File: src/rtl/muldiv_unit_pkg.sv
// Shared execute-stage types: M-extension operation encoding and control word.
package muldiv_unit_pkg;

    // M-extension operations, encoded as the RISC-V funct3 field.
    typedef enum logic [2:0] {
        MD_MUL    = 3'b000,
        MD_MULH   = 3'b001,
        MD_MULHSU = 3'b010,
        MD_MULHU  = 3'b011,
        MD_DIV    = 3'b100,
        MD_DIVU   = 3'b101,
        MD_REM    = 3'b110,
        MD_REMU   = 3'b111
    } md_op_type;

    // funct7 value that selects the M extension within OP instructions.
    localparam logic [6:0] MD_FUNCT7 = 7'b0000001;

    // Decoded control word carried down the pipeline.
    typedef struct packed {
        logic reg_write;
        logic mem_read;
        logic mem_write;
        logic is_muldiv;
    } control_type;

    // funct3[2] separates divides/remainders from multiplies.
    function automatic logic op_is_div(input md_op_type o);
        return o[2];
    endfunction

    // REM/REMU return the remainder half of the divide datapath.
    function automatic logic op_is_rem(input md_op_type o);
        return o[2] & o[1];
    endfunction

    // rs1 is read as two's complement.
    function automatic logic op_a_signed(input md_op_type o);
        return (o == MD_MULH) || (o == MD_MULHSU) || (o == MD_DIV) || (o == MD_REM);
    endfunction

    // rs2 is read as two's complement.
    function automatic logic op_b_signed(input md_op_type o);
        return (o == MD_MULH) || (o == MD_DIV) || (o == MD_REM);
    endfunction

endpackage

File: src/rtl/muldiv_unit.sv
// Iterative RV32M multiply/divide unit: shift-add multiply, restoring divide,
// one bit per cycle on a shared accumulator pair, valid/ready on both sides.
module muldiv_unit
    import muldiv_unit_pkg::*;
#(
    parameter int XLEN = 32
) (
    input  logic            clk,
    input  logic            reset,
    input  logic            in_valid,
    output logic            in_ready,
    input  md_op_type       op,
    input  logic [XLEN-1:0] a,
    input  logic [XLEN-1:0] b,
    output logic            out_valid,
    input  logic            out_ready,
    output logic [XLEN-1:0] result
);

    localparam int CW = $clog2(XLEN);
    localparam logic [XLEN-1:0] MOST_NEG = {1'b1, {(XLEN-1){1'b0}}};

    typedef enum logic [1:0] {
        IDLE,
        CALC,
        DONE
    } state_type;

    state_type         state_q, state_d;
    logic [CW-1:0]     cnt_q;
    md_op_type         op_q;
    logic              neg_q;       // final result must be negated
    logic              fast_q;      // corner case: acc_hi already holds the answer
    logic [XLEN-1:0]   opnd_q;      // multiplicand or divisor magnitude
    logic [XLEN-1:0]   acc_hi;      // product high half / partial remainder
    logic [XLEN-1:0]   acc_lo;      // multiplier / dividend, shifts into quotient

    logic              last_step;
    logic              a_neg, b_neg;
    logic [XLEN-1:0]   a_mag, b_mag;
    logic              div_zero, div_ovf, fast;
    logic [XLEN-1:0]   corner_res;
    logic [XLEN:0]     mul_sum, div_trial;
    logic [XLEN-1:0]   hi_nx, lo_nx;
    logic [2*XLEN-1:0] prod_raw, prod_fix;
    logic [XLEN-1:0]   res_formed;

    assign last_step = (cnt_q == CW'(XLEN - 1));

    // State register.
    always_ff @(posedge clk) begin
        // NOTE: non-blocking assignments make every register sample pre-edge values, independent of block order.
        if (reset) state_q <= IDLE;
        else       state_q <= state_d;
    end

    // Next-state and handshake outputs; both outputs depend on state only.
    always_comb begin
        // NOTE: every variable gets a default before the case so no path leaves it unassigned (no latch).
        state_d   = state_q;
        in_ready  = 1'b0;
        out_valid = 1'b0;
        case (state_q)
            IDLE: begin
                in_ready = 1'b1;
                if (in_valid) state_d = CALC;
            end
            CALC: begin
                if (fast_q || last_step) state_d = DONE;
            end
            DONE: begin
                out_valid = 1'b1;
                if (out_ready) state_d = IDLE;
            end
            default: state_d = IDLE;
        endcase
    end

    // Operand magnitudes and single-cycle corner-case answers for the request.
    always_comb begin
        a_neg    = op_a_signed(op) & a[XLEN-1];
        b_neg    = op_b_signed(op) & b[XLEN-1];
        a_mag    = a_neg ? -a : a;
        b_mag    = b_neg ? -b : b;
        div_zero = (b == '0);
        div_ovf  = ((op == MD_DIV) || (op == MD_REM)) && (a == MOST_NEG) && (b == '1);
        fast     = op_is_div(op) && (div_zero || div_ovf);
        if (op_is_rem(op)) corner_res = div_zero ? a  : '0;
        else               corner_res = div_zero ? '1 : MOST_NEG;
    end

    // One iteration: shift-add multiply step or restoring divide step.
    always_comb begin
        mul_sum   = {1'b0, acc_hi} + (acc_lo[0] ? {1'b0, opnd_q} : '0);
        div_trial = {acc_hi, acc_lo[XLEN-1]} - {1'b0, opnd_q};
        if (op_is_div(op_q)) begin
            if (!div_trial[XLEN]) begin
                hi_nx = div_trial[XLEN-1:0];
                lo_nx = {acc_lo[XLEN-2:0], 1'b1};
            end else begin
                hi_nx = {acc_hi[XLEN-2:0], acc_lo[XLEN-1]};
                lo_nx = {acc_lo[XLEN-2:0], 1'b0};
            end
        end else begin
            {hi_nx, lo_nx} = {mul_sum, acc_lo[XLEN-1:1]};
        end
    end

    // Sign fix and half selection, applied to the values of the final step.
    always_comb begin
        prod_raw = {hi_nx, lo_nx};
        prod_fix = neg_q ? -prod_raw : prod_raw;
        case (op_q)
            MD_MUL:                        res_formed = prod_fix[XLEN-1:0];
            MD_MULH, MD_MULHSU, MD_MULHU:  res_formed = prod_fix[2*XLEN-1:XLEN];
            MD_DIV, MD_DIVU:               res_formed = neg_q ? -lo_nx : lo_nx;
            default:                       res_formed = neg_q ? -hi_nx : hi_nx;
        endcase
    end

    // Operand capture, iteration and result register.
    always_ff @(posedge clk) begin
        if (reset) begin
            cnt_q  <= '0;
            op_q   <= MD_MUL;
            neg_q  <= 1'b0;
            fast_q <= 1'b0;
            opnd_q <= '0;
            acc_hi <= '0;
            acc_lo <= '0;
            result <= '0;
        end else begin
            case (state_q)
                IDLE: begin
                    if (in_valid) begin
                        op_q   <= op;
                        cnt_q  <= '0;
                        fast_q <= fast;
                        // Remainder follows the dividend; everything else follows sign(a)^sign(b).
                        neg_q  <= op_is_rem(op) ? a_neg : (a_neg ^ b_neg);
                        opnd_q <= op_is_div(op) ? b_mag : a_mag;
                        acc_hi <= fast ? corner_res : '0;
                        acc_lo <= op_is_div(op) ? a_mag : b_mag;
                    end
                end
                CALC: begin
                    if (fast_q) begin
                        result <= acc_hi;
                    end else begin
                        acc_hi <= hi_nx;
                        acc_lo <= lo_nx;
                        cnt_q  <= last_step ? '0 : cnt_q + CW'(1);
                        if (last_step) result <= res_formed;
                    end
                end
                DONE: begin
                    if (out_ready) result <= '0;
                end
                default: ;
            endcase
        end
    end

endmodule

File: config.mk
export PLATFORM = sky130hd
export DESIGN_NAME = muldiv_unit
export DESIGN_NICKNAME = d
export VERILOG_FILES = /design/src/rtl/muldiv_unit_pkg.sv /design/src/rtl/muldiv_unit.sv
export SDC_FILE = /design/constraint.sdc
export NUM_CORES = 1
export LEC_CHECK = 0
export ABC_AREA = 1
export BUFFER_PORTS_ARGS = -buffer_cell sky130_fd_sc_hd__buf_2
export CORE_UTILIZATION = 50
export DETAILED_ROUTE_END_ITERATION = 7
export HOLD_SLACK_MARGIN = 0.03
export PLACE_DENSITY = 0.67
export SYNTH_ARGS = -nofsm -noshare
export SYNTH_HDL_FRONTEND = slang
export SYNTH_SLANG_ARGS = --single-unit
File: constraint.sdc
create_clock -name clk -period 8.1 [get_ports clk]
set_input_delay 0.81 -clock clk [delete_from_list [all_inputs] [get_ports clk]]
set_output_delay 0.81 -clock clk [all_outputs]
set_load 0.02 [all_outputs]
==> summary.txt, run 1 <==
Crit share post-route -> 62.03%
Final hold viol count -> 0
Vias per cell -> 6.074
Horiz. Die Dim -> 186.1 µm
Residual DRC count -> 0
Synth-to-Final Area Change -> 7.728%
Num CTS Buffers -> 17
Post-Syn Area per Cell -> 5.628 µm²
Post-Syn Nets -> 3,156
# diodes -> 0
Initial Utilization -> 50.68%
Clock sinks -> 140
CP Data Arrival Time -> 5.40 ns
Core area -> 0.03345 mm²
Cell variety after synth -> 64
Critical Path Fanout Max -> 28
Post-synthesis sequential area ratio -> 16.53%
Die Span Y -> 186.1 µm
Hold buffers post-CTS -> 0
CP max stage delay -> 0.44 ns
Leak pwr -> 9.108 nW
Worst-Skew Late Latency -> 0.45 ns
Total Nets Final -> 3,180
GRT met3 Usage -> 9.020%
Pre-CTS setup slack -> 3.312 ns
Met2 Use GR -> 65.10%
Register area -> 0.002805 mm²
Hold Worst Slack -> 0.4618 ns
Gpl congestion -> 1.094
Most frequent cell after synthesis -> nand2_1
Worst-path clk slew -> 0.07 ns
Pre-antenna DRT Iters -> 6
Most used cell, CP -> inv_1
GRT Resource Usage Total -> 44.69%
Ys async rst share -> 0%
Most Crowded Layer GR -> met2
Mapped Area -> 0.01695 mm²
I/O Buffers -> 104
Std cell rows -> 67
Total Power -> 4.182 mW
HP Class -> flip-flop to flip-flop
DR WL/cell -> 22.20 µm
Post-DP HPWL -> 61,760 µm
Ratio of cells with drive above 1 in the final layout -> 9.806%
Critical setup path kind -> flip-flop to flip-flop
Clock buffer depth -> 2
Ys flop type -> dfxtp_1
Final setup fails -> 0
Top Ports -> 105
Post-synth top area cell -> nand2_1
Peak VDD IR -> 191.9 µV
CP startpoint kind -> flip-flop
Final min period -> 5.024 ns
Largest net degree at the start of global routing -> 79
Vias in the first global route -> 18,730
Share of the synthesized area in the top cell type -> 18.25%
Die Footprint -> 0.03464 mm²
EDFF count, synth -> 0
Clock skew -> 0.01085 ns
Initial detailed-routing violation count -> 3,218
Post-route setup TNS -> 0 ns
Initial antenna violation count -> 2
Yosys reg bits -> 140
Slowest-stage cell, CP -> o21ai_2
Worst-margin pin slew -> 1.090 ns
Fillers -> 3,536
Power per cell area -> 229.0 mW/mm²
Met1 usage -> 60.44%
First-pass GRT wire length -> 114,600 µm
WP data required -> 8.47 ns
Setup slack after layout -> 3.076 ns
Max Cap Viol -> 0
Synth cell count leaders -> nand2_1, inv_1, nor2_1
RSZ-0062 raised after global routing -> false
Post-CTS setup buffers -> 0
Total wire length -> 77,630 µm
Multi-input gate area -> 0.01202 mm²
Grt total ovfl -> 0
Cells after Synth -> 3,012
Run status -> complete, no violations
ANT nets after route -> 0
Vias post-DR -> 21,240
Crit path capture type -> flip-flop
Yosys Warn Count -> 0
Maximum clock frequency -> 0.1990 GHz
H-tree depth -> 4
Worst slew margin -> 27.28%
TritonCTS clock tree -> done
Resize count post-CTS -> 0
Final Max Tran Viols -> 0
Synth area leaders -> nand2_1, dfxtp_1, inv_1, a21oi_1, nor2_1
CTS root buf -> clkbuf_16
path summary, 6_finish.rpt:
check	end	cells after the start	startpoint	slack, ns
worst max-delay path	result[0]$_SDFFE_PP0P_	30	acc_lo[31]$_SDFFE_PP0P_	3.08
worst min-delay path	result[21]$_SDFFE_PP0P_	2	result[21]$_SDFFE_PP0P_	0.46
worst max register to register	result[0]$_SDFFE_PP0P_	30	acc_lo[31]$_SDFFE_PP0P_	3.08
worst min register to register	result[21]$_SDFFE_PP0P_	2	result[21]$_SDFFE_PP0P_	0.46
through the flow:
step	std cells	util, %	area (µm²)
after floorplan	3012	-	16950
after global routing	3497	54.60	18260
after detailed placement	3465	52.86	17680
after global placement	3465	52.86	17680
final	3497	54.60	18260
after CTS	3497	54.60	18260
where the power goes:
| group | leakage (nW) | internal [mW] | switching (mW) |
|---|---|---|---|
| clock | 0.280 | 0.436 | 0.380 |
| sequential | 1.15 | 0.771 | 0.0892 |
| combinational | 7.68 | 0.703 | 1.80 |
| total | 9.11 | 1.91 | 2.27 |
final cells by class:
type	instances	area share (%)
Tap cell	448	3.070
Inverter	434	8.921
Sequential cell	140	15.36
Clock inverter	14	0.8290
Multi-Input combinational cell	2319	65.80
Timing Repair Buffer	124	3.672
Clock buffer	18	2.350
cell usage in the layout, fill, tap and decap left out, types with 29 or more instances in the layout:
| cell | count |
|---|---|
| xor2_1 | 86 |
| nor2_1 | 305 |
| nand3_1 | 185 |
| inv_1 | 407 |
| buf_2 | 104 |
| a21oi_1 | 255 |
| dfxtp_1 | 138 |
| nand2_2 | 46 |
| a221oi_1 | 29 |
| ha_1 | 71 |
| nand4_1 | 42 |
| o21ai_0 | 194 |
| nand2_1 | 824 |
| nor3_1 | 32 |
sequential cells by signal, summed over array words and instances (netlist names):
| name | count |
|---|---|
| acc_lo | 32 |
| result | 32 |
| neg_q | 1 |
| fast_q | 1 |
| acc_hi | 32 |
| state_q | 2 |
| opnd_q | 32 |
| op_q | 3 |
| cnt_q | 5 |
routing by layer:
layer	wire, µm	share of wire [%]	vias to the layer above
met3	9832	13	228
li1	-	-	9818
met4	5141	6.6	2
met1	31200	40	9667
met2	31440	41	1527
met5	13	0.017	-
logic make-up after synthesis:
family	after synthesis	share of synthesized area, %
buffers and inverters	553	12.70
muxes	2	0.1181
adders and majority gates	73	5.477
DFF	140	16.53
xor gates and xnor gates	106	5.477
AOI/OAI and AO/OA	615	20.90
and+or+nand+nor	1523	38.80
worst max-delay path, delay by kind of cell, from the launching register on:
| kind | cells | cell delay [ns] |
|---|---|---|
| simple gates | 15 | 2.22 |
| compound gates | 6 | 1.13 |
| fa+ha+maj | 3 | 0.69 |
| buf+inv | 6 | 0.56 |
| flops | 1 | 0.31 |
Power figures use the tool's default switching activity.
==> inputs of run 2 (changes only) <==
--- a/config.mk
+++ b/config.mk
@@ -5,12 +5,12 @@
 export SDC_FILE = /design/constraint.sdc
 export NUM_CORES = 1
 export LEC_CHECK = 0
-export ABC_AREA = 1
+export ABC_AREA = 0
 export BUFFER_PORTS_ARGS = -buffer_cell sky130_fd_sc_hd__buf_2
 export CORE_UTILIZATION = 50
 export DETAILED_ROUTE_END_ITERATION = 7
 export HOLD_SLACK_MARGIN = 0.03
-export PLACE_DENSITY = 0.67
+export PLACE_DENSITY = 0.7
 export SYNTH_ARGS = -nofsm -noshare
 export SYNTH_HDL_FRONTEND = slang
 export SYNTH_SLANG_ARGS = --single-unit
==> constraint.sdc (replaced) <==
create_clock -name clk -period 4.1 [get_ports clk]
set_input_delay 0.41 -clock clk [delete_from_list [all_inputs] [get_ports clk]]
set_output_delay 0.41 -clock clk [all_outputs]
set_load 0.02 [all_outputs]
==> run 2 against run 1 <==
Net effect: the run now ends with setup timing left; fmax rose by 8.4%; non-clock buffer count rose by 439; wire length down 9.4%; critical path type unchanged; global-route usage down 0.19 points; critical path depth decreased by 12; clock skew grew 0.0038 ns; via count fell by 7.5%; die area shrank 9.1%; sequential cell count did not move; area after synthesis is 9.2% lower; first-iteration DRC count decreased by 24%.
==> summary.txt, run 2 <==
Post-DP HPWL -> 55,080 µm (was 61,760 µm)
Most frequent cell after synthesis -> nand2_1 (unchanged)
Critical path buffers and inverters -> 4 (was 6)
Post-route setup TNS -> -8.897 ns (was 0 ns)
Maximum clock frequency -> 0.2158 GHz (was 0.1990 GHz)
Hold path start -> op[0] (was result[21]$_SDFFE_PP0P_)
Hold Path Depth -> 3 (was 2)
EDFF count, synth -> 0 (unchanged)
Peak VDD IR -> 200.3 µV (was 191.9 µV)
Cell variety after synth -> 92 (was 64)
Critical-path cell list -> inv_2 > ha_4 > nand4_1 > or4b_4 > a2bb2oi_4 > and3b_4 > a211oi_4 > buf_12 > mux2_2 > mux2i_2 > and4b_2 > buf_4 > nand4b_1 > buf_4 > o21a_1 > nor4b_2 > nor3_1 > o32ai_1
Std cell rows -> 63 (was 67)
Max Cap Viol -> 0 (unchanged)
H-tree depth -> 4 (unchanged)
TritonCTS clock tree -> done (unchanged)
Failing checks -> setup timing
Run status -> finished with violations (was complete, no violations)
Initial antenna violation count -> 4 (was 2)
Worst R2R End -> result[27]$_SDFFE_PP0P_ (was result[0]$_SDFFE_PP0P_)
Worst slew margin -> 23.93% (was 27.28%)
Setup slack after layout -> -0.5335 ns (was 3.076 ns)
Final setup fails -> 29 (was 0)
Post-synth top area cell -> dfxtp_1 (was nand2_1)
Post-Syn Nets -> 2,314 (was 3,156)
Worst Hold End -> op_q[0]$_SDFFE_PP0P_ (was result[21]$_SDFFE_PP0P_)
DR WL/cell -> 23.34 µm (was 22.20 µm)
Worst-Skew Late Latency -> 0.45 ns (about the same)
Cells after Synth -> 2,170 (was 3,012)
CP startpoint kind -> flip-flop (unchanged)
Commonest non-fill, non-tap cells in the layout -> buf_4, nand2_1, nor2_1 (was nand2_1, inv_1, nor2_1)
Hold buffers post-CTS -> 0 (unchanged)
Crit share post-route -> 113.0% (was 62.03%)
Ys flop type -> dfxtp_1 (unchanged)
Placed Cells -> 2,959 (was 3,465)
Share of the synthesized area in the top cell type -> 18.20% (was 18.25%)
Synth cell count leaders -> nand2_1, nor2_1, o21ai_0 (was nand2_1, inv_1, nor2_1)
Die Span Y -> 177.5 µm (was 186.1 µm)
Met1 usage -> 57.33% (was 60.44%)
Flop2flop setup slack -> -0.53 ns (was 3.08 ns)
WP data required -> 4.44 ns (was 8.47 ns)
Num CTS Buffers -> 17 (unchanged)
Grt total ovfl -> 0 (unchanged)
Slowest-stage cell, CP -> or4b_4 (was o21ai_2)
CP max stage delay -> 0.60 ns (was 0.44 ns)
Power per cell area -> 368.4 mW/mm² (was 229.0 mW/mm²)
GRT met3 Usage -> 11.03% (was 9.020%)
ANT nets after route -> 0 (unchanged)
Clock sinks -> 140 (unchanged)
Vias in the first global route -> 18,500 (was 18,730)
Final hold viol count -> 0 (unchanged)
Mapped Area -> 0.01540 mm² (was 0.01695 mm²)
Critical setup path kind -> flip-flop to flip-flop (unchanged)
Total Nets Final -> 2,752 (was 3,180)
Leak pwr -> 8.695 nW (was 9.108 nW)
Worst-path clk slew -> 0.07 ns (about the same)
Final Max Tran Viols -> 0 (unchanged)
Clock buffer depth -> 2 (unchanged)
HP Class -> input pin to flip-flop (was flip-flop to flip-flop)
Total Power -> 7.695 mW (was 4.182 mW)
Residual DRC count -> 0 (unchanged)
CP Data Arrival Time -> 4.97 ns (was 5.40 ns)
Post-Syn Area per Cell -> 7.096 µm² (was 5.628 µm²)
CP top delay family -> simple AND/OR/NAND/NOR gates (unchanged)
GRT Resource Usage Total -> 44.50% (was 44.69%)
Initial detailed-routing violation count -> 2,430 (was 3,218)
Met2 Use GR -> 68.21% (was 65.10%)
CTS root buf -> clkbuf_16 (unchanged)
Clock skew -> 0.01463 ns (was 0.01085 ns)
Die Footprint -> 0.03150 mm² (was 0.03464 mm²)
Ys async rst share -> 0% (unchanged)
Top Ports -> 105 (unchanged)
RSZ-0062 raised after global routing -> true (was false)
Critical Path Fanout Max -> 17 (was 28)
Initial Utilization -> 51.40% (was 50.68%)
Yosys Warn Count -> 0 (unchanged)
Synth-to-Final Area Change -> 35.67% (was 7.728%)
Reg2reg start -> opnd_q[31]$_SDFFE_PP0P_ (was acc_lo[31]$_SDFFE_PP0P_)
Vias post-DR -> 19,650 (was 21,240)
Most Crowded Layer GR -> met2 (unchanged)
Non-Filler Instances -> 3,014 (was 3,497)
Largest net degree at the start of global routing -> 73 (was 79)
Post-synthesis sequential area ratio -> 18.20% (was 16.53%)
Yosys reg bits -> 140 (unchanged)
First-pass GRT wire length -> 106,200 µm (was 114,600 µm)
R2r worst-path depth -> 18 (was 30)
Most used cell, CP -> buf_4 (was inv_1)
Core area -> 0.02995 mm² (was 0.03345 mm²)
Most common cell after layout, fill and taps aside -> buf_4 (was nand2_1)
Total wire length -> 70,340 µm (was 77,630 µm)
Worst-margin pin slew -> 1.137 ns (was 1.090 ns)
Gpl congestion -> 1.018 (was 1.094)
Crit path capture type -> flip-flop (unchanged)
Pre-antenna DRT Iters -> 6 (unchanged)
Synth area leaders -> dfxtp_1, o21ai_0, ha_1, nand2_1, xnor2_1 (was nand2_1, dfxtp_1, inv_1, a21oi_1, nor2_1)
Horiz. Die Dim -> 177.5 µm (was 186.1 µm)
Hold Worst Slack -> 0.2763 ns (was 0.4618 ns)
Final min period -> 4.633 ns (was 5.024 ns)
I/O Buffers -> 104 (unchanged)
Ratio of cells with drive above 1 in the final layout -> 29.73% (was 9.806%)
Vias per cell -> 6.520 (was 6.074)
==> run 2: cell count changes in the layout (fill, tap and decap cells not counted), moves of 72 or more <==
cell	change
nand2_1	-599
buf_4	+421
inv_1	-342
nand3_1	-153
nor2_1	-105
a21oi_1	-102
xnor2_1	+72
==> run 2: cell families after synthesis <==
kind of cell	count (synthesis)	share of synthesized area [%]
compound gates	759	33.06
simple gates	749	23.44
buf+inv	215	5.379
xor+xnor	167	9.499
flops	140	18.20
fa+ha+maj	73	6.030
mux	67	4.396
==> run 2: final cells by class <==
cell class              count  area (µm²)
fillers                  2557        9065
inverters                  71       266.5
clock inverters            13       166.4
clock buffers              18       429.2
flip-flops and latches    140        2819
multi-input cells        1815       12630
well taps                 390       488.0
repair buffers            563        4075
diodes                      4       10.01
==> run 2: worst max path at each step <==
stage / start / end / slack [ns] / cells after the start
after floorplan: opnd_q[21]$_SDFFE_PP0P_ / result[28]$_SDFFE_PP0P_ / -0.53 / 23
after global placement: opnd_q[30]$_SDFFE_PP0P_ / result[10]$_SDFFE_PP0P_ / -0.52 / 24
final: opnd_q[31]$_SDFFE_PP0P_ / result[27]$_SDFFE_PP0P_ / -0.53 / 18
after global routing: acc_lo[0]$_SDFFE_PP0P_ / result[27]$_SDFFE_PP0P_ / -0.61 / 20
after CTS: opnd_q[31]$_SDFFE_PP0P_ / result[30]$_SDFFE_PP0P_ / -0.43 / 19
after detailed placement: opnd_q[29]$_SDFFE_PP0P_ / result[10]$_SDFFE_PP0P_ / -0.63 / 23
==> run 2: worst register-to-register path: cells and delay by family, from the launching register on <==
family	cells	cell delay (ns)
and+or+nand+nor	7	1.79
muxes	2	0.59
DFF	1	0.35
adders and majority gates	1	0.26
buffers and inverters	4	0.61
AOI/OAI and AO/OA	4	0.95
==> run 2: metrics by stage <==
step           util (%)  worst slack, ns  instance area [µm²]
2_1_floorplan         -          -0.5265                15570
3_3_place_gp      64.52          -0.5157                19320
3_5_place_dp      64.52          -0.6289                19320
4_1_cts           68.33          -0.4274                20470
5_1_grt           69.74          -0.6108                20890
6_report          69.74          -0.5335                20890
==> run 2: report_power, final <==
group,switching [mW],internal [mW]
Clock,0.706,0.959
Sequential,0.114,1.47
Combinational,2.48,1.97
Total,3.30,4.40
==> run 2: what timing repair did <==
item	4_1_cts	5_1_grt
buffers inserted	13	8
pin swaps	27	15
gates resized for setup	104	79
endpoints found under the setup margin	30	36
==> run 2: routing by layer <==
layer | up-vias | wire [µm] | part of all wire (%)
li1 | 8932 | - | -
met1 | 9323 | 28800 | 41
met2 | 1164 | 30310 | 43
met3 | 231 | 7523 | 11
met4 | 0 | 3701 | 5.3
met5 | - | 0 | 0
